--- config.mk ---
export PLATFORM = sky130hd
export DESIGN_NAME = riscv_core_branch_predictor
export DESIGN_NICKNAME = d
export VERILOG_FILES = /design/src/rtl/riscv_core_branch_predictor.sv
export SDC_FILE = /design/constraint.sdc
export NUM_CORES = 2
export LEC_CHECK = 0
export BUFFER_PORTS_ARGS = -buffer_cell sky130_fd_sc_hd__clkbuf_2
export CORE_MARGIN = 8
export CORE_UTILIZATION = 46
export DETAILED_ROUTE_END_ITERATION = 12
export PLACE_DENSITY_LB_ADDON = 0.12
export SETUP_SLACK_MARGIN = 0.2
export SLEW_MARGIN = 10
export SYNTH_ARGS = -nofsm -noshare
export SYNTH_HDL_FRONTEND = slang
export SYNTH_SLANG_ARGS = --single-unit
--- constraint.sdc ---
create_clock -name i_clk -period 63.9 [get_ports i_clk]
set_clock_uncertainty 0.2 [all_clocks]
set_input_delay 3.195 -clock i_clk [delete_from_list [all_inputs] [get_ports i_clk]]
set_output_delay 3.195 -clock i_clk [all_outputs]
set_load 0.1 [all_outputs]
--- src/rtl/riscv_core_branch_predictor.sv ---
// Direct-mapped BTB with 2-bit saturating direction counters for the IF-stage next-PC mux.
// Define RISCV_BP_GSHARE_EN to XOR a global history register into the counter index.
module riscv_core_branch_predictor #(
  parameter int unsigned ADDRLEN = 32,
  parameter int unsigned ENTRIES = 16,
  parameter int unsigned CNTW    = 32
) (
  input  logic                       i_clk,
  input  logic                       i_rst,
  input  logic [ADDRLEN-1:0]         i_fetch_pc,
  output logic                       o_valid,
  output logic                       o_isTaken,
  output logic [ADDRLEN-1:0]         o_predictedAddr,
  output logic [$clog2(ENTRIES)-1:0] o_pred_idx,
  input  logic                       i_ex_branch,
  input  logic [ADDRLEN-1:0]         i_ex_pc,
  input  logic [ADDRLEN-1:0]         i_ex_pc_plus,
  input  logic                       i_ex_taken,
  input  logic [ADDRLEN-1:0]         i_ex_target,
  input  logic                       i_ex_pred_taken,
  input  logic [ADDRLEN-1:0]         i_ex_pred_addr,
  input  logic [$clog2(ENTRIES)-1:0] i_ex_pred_idx,
  output logic                       o_misprediction,
  output logic [ADDRLEN-1:0]         o_recoveredAddr,
  output logic [CNTW-1:0]            o_branch_cnt,
  output logic [CNTW-1:0]            o_mispred_cnt
);

  localparam int unsigned IDXW = $clog2(ENTRIES);
  localparam int unsigned TAGW = ADDRLEN - 1 - IDXW;

  logic               valid_q  [ENTRIES];
  logic               valid_d  [ENTRIES];
  logic [TAGW-1:0]    tag_q    [ENTRIES];
  logic [TAGW-1:0]    tag_d    [ENTRIES];
  logic [ADDRLEN-1:0] target_q [ENTRIES];
  logic [ADDRLEN-1:0] target_d [ENTRIES];
  logic [1:0]         ctr_q    [ENTRIES];
  logic [1:0]         ctr_d    [ENTRIES];
  logic [CNTW-1:0]    branch_cnt_q, branch_cnt_d;
  logic [CNTW-1:0]    mispred_cnt_q, mispred_cnt_d;

  logic [IDXW-1:0] bidx, uidx;
  logic [TAGW-1:0] ftag, utag;
  logic            fhit, uhit, mis;

  // PC bit 0 is always zero for RVC-aligned fetch and carries no index/tag information.
  logic unused_pc_lsb;
  assign unused_pc_lsb = i_fetch_pc[0] ^ i_ex_pc[0];

  assign bidx = i_fetch_pc[IDXW:1];
  assign ftag = i_fetch_pc[ADDRLEN-1:IDXW+1];
  assign uidx = i_ex_pc[IDXW:1];
  assign utag = i_ex_pc[ADDRLEN-1:IDXW+1];
  assign fhit = valid_q[bidx] && (tag_q[bidx] == ftag);
  assign uhit = valid_q[uidx] && (tag_q[uidx] == utag);

`ifdef RISCV_BP_GSHARE_EN
  logic [IDXW-1:0] ghr_q, ghr_d;

  assign o_pred_idx = bidx ^ ghr_q;

  always_comb begin
    ghr_d = ghr_q;
    if (i_ex_branch) begin
      ghr_d = {ghr_q[IDXW-2:0], i_ex_taken};
    end
  end

  always_ff @(posedge i_clk or posedge i_rst) begin
    if (i_rst) begin
      ghr_q <= '0;
    end else begin
      ghr_q <= ghr_d;
    end
  end
`else
  assign o_pred_idx = bidx;
`endif

  always_comb begin
    o_valid         = 1'b0;
    o_isTaken       = 1'b0;
    o_predictedAddr = '0;
    if (!i_rst && fhit) begin
      o_valid         = 1'b1;
      o_isTaken       = ctr_q[o_pred_idx][1];
      o_predictedAddr = target_q[bidx];
    end
  end

  assign mis = (i_ex_taken != i_ex_pred_taken) ||
               (i_ex_taken && (i_ex_pred_addr != i_ex_target));

  always_comb begin
    o_misprediction = 1'b0;
    o_recoveredAddr = '0;
    if (!i_rst && i_ex_branch && mis) begin
      o_misprediction = 1'b1;
      o_recoveredAddr = i_ex_taken ? i_ex_target : i_ex_pc_plus;
    end
  end

  always_comb begin
    valid_d       = valid_q;
    tag_d         = tag_q;
    target_d      = target_q;
    ctr_d         = ctr_q;
    branch_cnt_d  = branch_cnt_q;
    mispred_cnt_d = mispred_cnt_q;
    if (i_ex_branch) begin
      if (uhit) begin
        if (i_ex_taken) begin
          target_d[uidx] = i_ex_target;
          if (ctr_q[i_ex_pred_idx] != 2'b11) begin
            ctr_d[i_ex_pred_idx] = ctr_q[i_ex_pred_idx] + 2'd1;
          end
        end else if (ctr_q[i_ex_pred_idx] != 2'b00) begin
          ctr_d[i_ex_pred_idx] = ctr_q[i_ex_pred_idx] - 2'd1;
        end
      end else if (i_ex_taken) begin
        // New entries start weakly taken so a second taken resolve already predicts taken.
        valid_d[uidx]        = 1'b1;
        tag_d[uidx]          = utag;
        target_d[uidx]       = i_ex_target;
        ctr_d[i_ex_pred_idx] = 2'b10;
      end
      if (branch_cnt_q != {CNTW{1'b1}}) begin
        branch_cnt_d = branch_cnt_q + 1'b1;
      end
      if (mis && (mispred_cnt_q != {CNTW{1'b1}})) begin
        mispred_cnt_d = mispred_cnt_q + 1'b1;
      end
    end
  end

  always_ff @(posedge i_clk or posedge i_rst) begin
    if (i_rst) begin
      for (int i = 0; i < ENTRIES; i++) begin
        valid_q[i]  <= 1'b0;
        tag_q[i]    <= '0;
        target_q[i] <= '0;
        ctr_q[i]    <= 2'b01;
      end
      branch_cnt_q  <= '0;
      mispred_cnt_q <= '0;
    end else begin
      valid_q       <= valid_d;
      tag_q         <= tag_d;
      target_q      <= target_d;
      ctr_q         <= ctr_d;
      branch_cnt_q  <= branch_cnt_d;
      mispred_cnt_q <= mispred_cnt_d;
    end
  end

  assign o_branch_cnt  = branch_cnt_q;
  assign o_mispred_cnt = mispred_cnt_q;

endmodule

Word level (Yosys, flattened, before mapping). Cells that the tools add are included.

Add/subtract/negate cells: 4. Multipliers: 0. Div/mod/pow operators: 0. Order comparisons: 5. Eq/ne operators: 8. Shift-type cells: 0. Mux-type cells: 44. Bitwise gates (word level): 8. Reduce and logical (&&, ||, !) cells: 19.

Operators by type and width (number): 512-bit bitwise mux (1); 432-bit bitwise mux (1); 32-bit two-way mux (11); 27-bit binary-select mux with 4-bit select (2); 27-bit two-way mux (5); 32-bit binary-select mux with 4-bit select (1); 32-bit demux with 4-bit select (1); 27-bit demux with 4-bit select (1); 32-bit by 1-bit adder with 32-bit output, second input constant (2); 32-bit bitwise mux (2); 32-bit != test, second input constant (2); 27-bit == test (2); 32-bit != test (1); 16-bit bitwise OR (2); 16-bit AND (1); 2-bit binary-select mux with 4-bit select (2); 16-bit NOT (1); 5-bit >= comparator, second input constant (3); 4-bit NOT with 5-bit output (3); 5-bit by 1-bit less-than comparator with 1-bit output, second input constant (2); 2-bit two-way mux (5); 1-bit logical AND (9); 1-bit binary-select mux with 4-bit select (2); 2-bit demux with 4-bit select (1); other kinds (14) (25).

Bits in registers: 1056. Bits in latches: 0. RAM bits: 0. ROM bits: 0. Input bits: 169. Output and inout bits: 135. Logic and storage cells: 154. Memories kept: 0.

Longest topological paths before layout.
Depth after elaboration: 9. Depth in mapped cells: 16. Depth with buffers taken out: 10.

Worst setup path before layout. OpenSTA, ideal clock, no wires.

Path type: in2out. From: input i_rst. To: output o_recoveredAddr[0]. Data arrival time: 31228 ps. Data required time: 60505 ps. Slack: 29277 ps. Stages: 3. Buffers on the path: 0. Path through: inv_1 nand3_1 nor2_1.

Word-level cells in the longest chain between the ends: 4.

Ends and longest elaborated chain: start: declaration (RTL line 9) `input logic i_rst,`; 1-bit zero test (no source line); 1-bit logical AND (2 in a row) (RTL line 98) `if (!i_rst && i_ex_branch && mis) begin`; 32-bit two-way mux (RTL line 98); end: declaration (RTL line 24) `output logic [ADDRLEN-1:0] o_recoveredAddr,`.

No other way between the ends.

Final worst setup path.
From: input i_fetch_pc[1]. To: output o_predictedAddr[7].

Word-level cells in the longest chain between the ends: 8. Elaborated cells between the ends (all ways): 14. Classes of those cells: eq/ne (1); mux (10); bitwise (1); reduce/logical (2).

Ends and longest elaborated chain: start: declaration (RTL line 10) `input logic [ADDRLEN-1:0] i_fetch_pc,`; 4-bit NOT with 5-bit output (not written as such) (*) (RTL line 55, 88); 27-bit binary-select mux with 4-bit select (RTL line 55) `assign fhit = valid_q[bidx] && (tag_q[bidx] == ftag);`; 27-bit two-way mux (not written as such) (2 in a row) (RTL line 55); 27-bit == test (RTL line 55); 1-bit logical AND (RTL line 55); 1-bit logical AND (RTL line 85) `if (!i_rst && fhit) begin`; 32-bit two-way mux (*) (RTL line 85); end: declaration (RTL line 13) `output logic [ADDRLEN-1:0] o_predictedAddr,`.

Mark *: on every way between the ends. The rest lies on a longest branch, timed or not. The select of a mux whose other input is x is not followed.

==> key figures <==
STA
  – Worst hold slack: ~0.29 ns
  – Setup violations, final: 0
  – Achievable frequency: a little under 80 MHz
  – Final Cycle Share: roughly a fifth
  – Final Max Slew Viols: 0
  – RSZ-0062 raised after global routing: false
  – Max-Slew Margin vs Limit: between 20% and 30%
  – Minimum clock period: approximately 13 ns
  – Fin Setup TNS: 0 ns
  – Worst slew pin tran: approximately 1.2 ns
  – Endpoints failing hold: 0

Die
  – Num rows: around 130
  – # IOs: 304
  – Core ar.: approximately 0.12 sq mm
  – Die W: 356 um
  – Effective utilization at floorplan: between 40 and 50%
  – Die height: about 360 um
  – Die area: between 0.1 and 0.15 sq mm

Yosys
  – Syn Std Cell Area: 0.0533 sq mm
  – Cells after synthesis: 3548
  – Synth warnings: 0
  – Ys async rst share: 100%
  – Post-synth EDFFs: 0
  – Sequential share of the synthesized area: between 40 and 50%
  – FF+latch count, synth: between 1000 and 1500
  – Post-Syn Nets: 3721
  – Mean Syn Cell Area: about 15 sq um
  – Primary FF master, synth: dfrtp_1
  – Synth cell types: between 60 and 70

Layout
  – Seq. cell area: 0.0264 sq mm
  – Fillers: between 9000 and 10000
  – Area growth syn-to-layout: 12.4%
  – Multi-input logic area: 0.0254 sq mm
  – Fin area: around 0.06 sq mm
  – Post-layout util: about half
  – Non-filler cells, final: 5329
  – Share of cells above drive strength 1: a little over half
  – Final nets: 3871

Global route
  – Total GRT Usage: about a quarter
  – Number of global-route vias before repair: roughly 36000
  – Total global routing overflow: 0
  – Largest net degree at the start of global routing: around 150
  – Initial antenna violation count: 9
  – First-pass GRT wire length: 232000 um

Power and ir drop
  – PD cells: 32.5 mW/mm^2
  – Leak: about 27 nW
  – Worst vdd ir: 0.0238 mV

Placed design
  – Dpl hpwl: roughly 93000 um
  – Placer Congestion: slightly above 0.8
  – Dpl cells: just over 5000
  – Dpl cell area: approximately 0.056 sq mm
  – # port buffers: 301

Worst setup path
  – CP top delay family: buffers and inverters
  – Critical path cell sequence: buf_8 > buf_4 > buf_4 > buf_4 > mux4_2 > mux4_2 > xnor2_1 > nand4_1 > nor3_2 > buf_4 > and3_1 > clkbuf_2
  – Startpoint types: input port
  – CP Data Required Time: roughly 61 ns
  – Max FO, Critical Path: 53
  – Crit Path Class: in -> out
  – Most frequent cell on the critical path: buf_4
  – CP max-delay cell: buf_4
  – Buffers and inverters on the worst path: 6
  – Crit end category: output pin
  – CP peak stage delay: between 0.8 and 0.9 ns
  – Crit path DAT: about 9.4 ns

CTS
  – Clock slew at reported path FFs: 0.06 ns
  – CTS buffer count: roughly 120
  – Post_cts resized: 0
  – H-Tree Depth: 3
  – Clk Latency, worst-skew pair: a little over 0.7 ns
  – Post-CTS setup buffer count: 0
  – Hold Buf Count CTS: 0
  – Root Buffer: clkbuf_16
  – TritonCTS clock tree: yes
  – Sink Count: about 1100
  – Clk buf depth: 3

Route
  – Post-DRT Antenna Nets: 0
  – Wire per inst: ~29 um
  – Drt total wl: approximately 150000 um
  – Starting DRC count in detailed routing: roughly 2300
  – Pre-antenna DRT Iters: 6
  – Via density: roughly 6.1
  – Total number of vias: 32400
  – DRC viols: 0

Worst hold path
  – Worst Hold Class: reg -> reg

Flow run
  – Max-cap violations: 0

Outcome
  – Status: finished clean
==> area by class of cell <==
cell class	instances	area share, %
Multi-Input combinational cell	2132	42.4
Antenna cell	9	0.0376
Inverter	19	0.132
Tap cell	1524	3.18
Sequential cell	1056	44.1
Clock buffer	182	5.82
Clock inverter	37	0.777
Timing Repair Buffer	370	3.47
==> through the flow <==
step           setup WS [ns]  power [mW]
6_report               51.13        1.95
5_1_grt                50.60        2.04
4_1_cts                50.92        1.97
3_5_place_dp           50.92        1.28
3_3_place_gp           50.98        1.25
2_1_floorplan          29.28        1.17
==> cell usage in the layout, fill, tap and decap left out, types with 11 or more instances in the layout <==
cell,count
nand4_1,28
dfstp_2,16
mux2_4,19
clkbuf_8,28
xor2_1,64
nor2_1,71
a22oi_1,39
clkbuf_2,293
and3_1,57
a21oi_1,28
nor2_4,15
nand2_1,58
mux2i_1,129
clkbuf_1,36
xnor2_1,84
nand2b_1,11
mux2_2,954
dfrtp_1,1040
nor3_1,14
clkinv_2,21
nor4_1,11
buf_4,71
nand3_1,36
inv_1,18
mux4_2,387
clkbuf_16,119
==> worst paths after layout <==
check                                       start                           to  slack, ns  cells past startpoint
min in group asynchronous                   i_rst    target_q[249]$_DFFE_PP0P_       2.33                      2
max                                 i_fetch_pc[1]           o_predictedAddr[7]      51.13                     12
max in group asynchronous                   i_rst  o_branch_cnt[6]$_DFFE_PP0P_      55.68                      8
min reg2reg                valid_q[1]$_DFFE_PP0P_       valid_q[1]$_DFFE_PP0P_       0.29                      1
min                        valid_q[1]$_DFFE_PP0P_       valid_q[1]$_DFFE_PP0P_       0.29                      1
max reg2reg                 tag_q[74]$_DFFE_PP0P_       tag_q[170]$_DFFE_PP0P_      58.96                     10
==> logic make-up after synthesis <==
| kind of cell | after synthesis | synth area share [%] |
|---|---|---|
| muxes | 1500 | 39.7 |
| DFF | 1056 | 49.6 |
| and+or+nand+nor | 366 | 3.61 |
| buffers and inverters | 360 | 2.98 |
| xor gates and xnor gates | 148 | 2.43 |
| AOI/OAI and AO/OA | 114 | 1.52 |
| adders and majority gates | 4 | 0.0939 |
==> registers in the layout, summed over array words and instances (netlist names) <==
name,flops
target_q,512
ctr_q,32
valid_q,16
o_branch_cnt,32
tag_q,432
o_mispred_cnt,32
==> cells in the mapped netlist, types with 5 or more instances <==
cell type  instances  share of area [%]
a21o_1             5              0.070
a21oi_1           28               0.26
a22oi_1           39               0.55
and2_1             7              0.082
and3_1            57               0.67
buf_1             48               0.34
buf_2             47               0.44
buf_4             30               0.42
buf_6              7               0.15
clkbuf_1         208                1.5
dfrtp_1         1040                 49
dfstp_2           16               0.79
inv_1             19               0.13
mux2_1            10               0.21
mux2_2           954                 20
mux2_4            19               0.54
mux2i_1          129                2.4
mux4_2           387                 16
nand2_1           59               0.42
nand2_2            6              0.070
nand2b_1          13               0.15
nand3_1           39               0.37
nand4_1           28               0.33
nor2_1            81               0.57
nor2b_1           11               0.13
nor3_1            15               0.14
nor4_1            14               0.16
o21ai_0            6              0.056
o22ai_1            7              0.082
or2_2              7              0.082
xnor2_1           84                1.4
xor2_1            64                1.1
==> routing by layer <==
metal | up-vias | share of wire [%] | track usage, %
li1 | 13600 | - | -
met2 | 917 | 49 | 39.9
met5 | - | 0.017 | 0
met4 | 4 | 3.3 | 7.40
met1 | 17600 | 43 | 32.8
met3 | 281 | 4.5 | 3.54
==> where the power goes <==
group / internal [mW] / leakage, nW / switching (mW)
sequential: 0.795 / 13.5 / 0.0818
clock: 0.404 / 1.95 / 0.281
combinational: 0.210 / 11.3 / 0.177
total: 1.41 / 26.7 / 0.540
No activity file was read; power rests on OpenSTA's default activity.
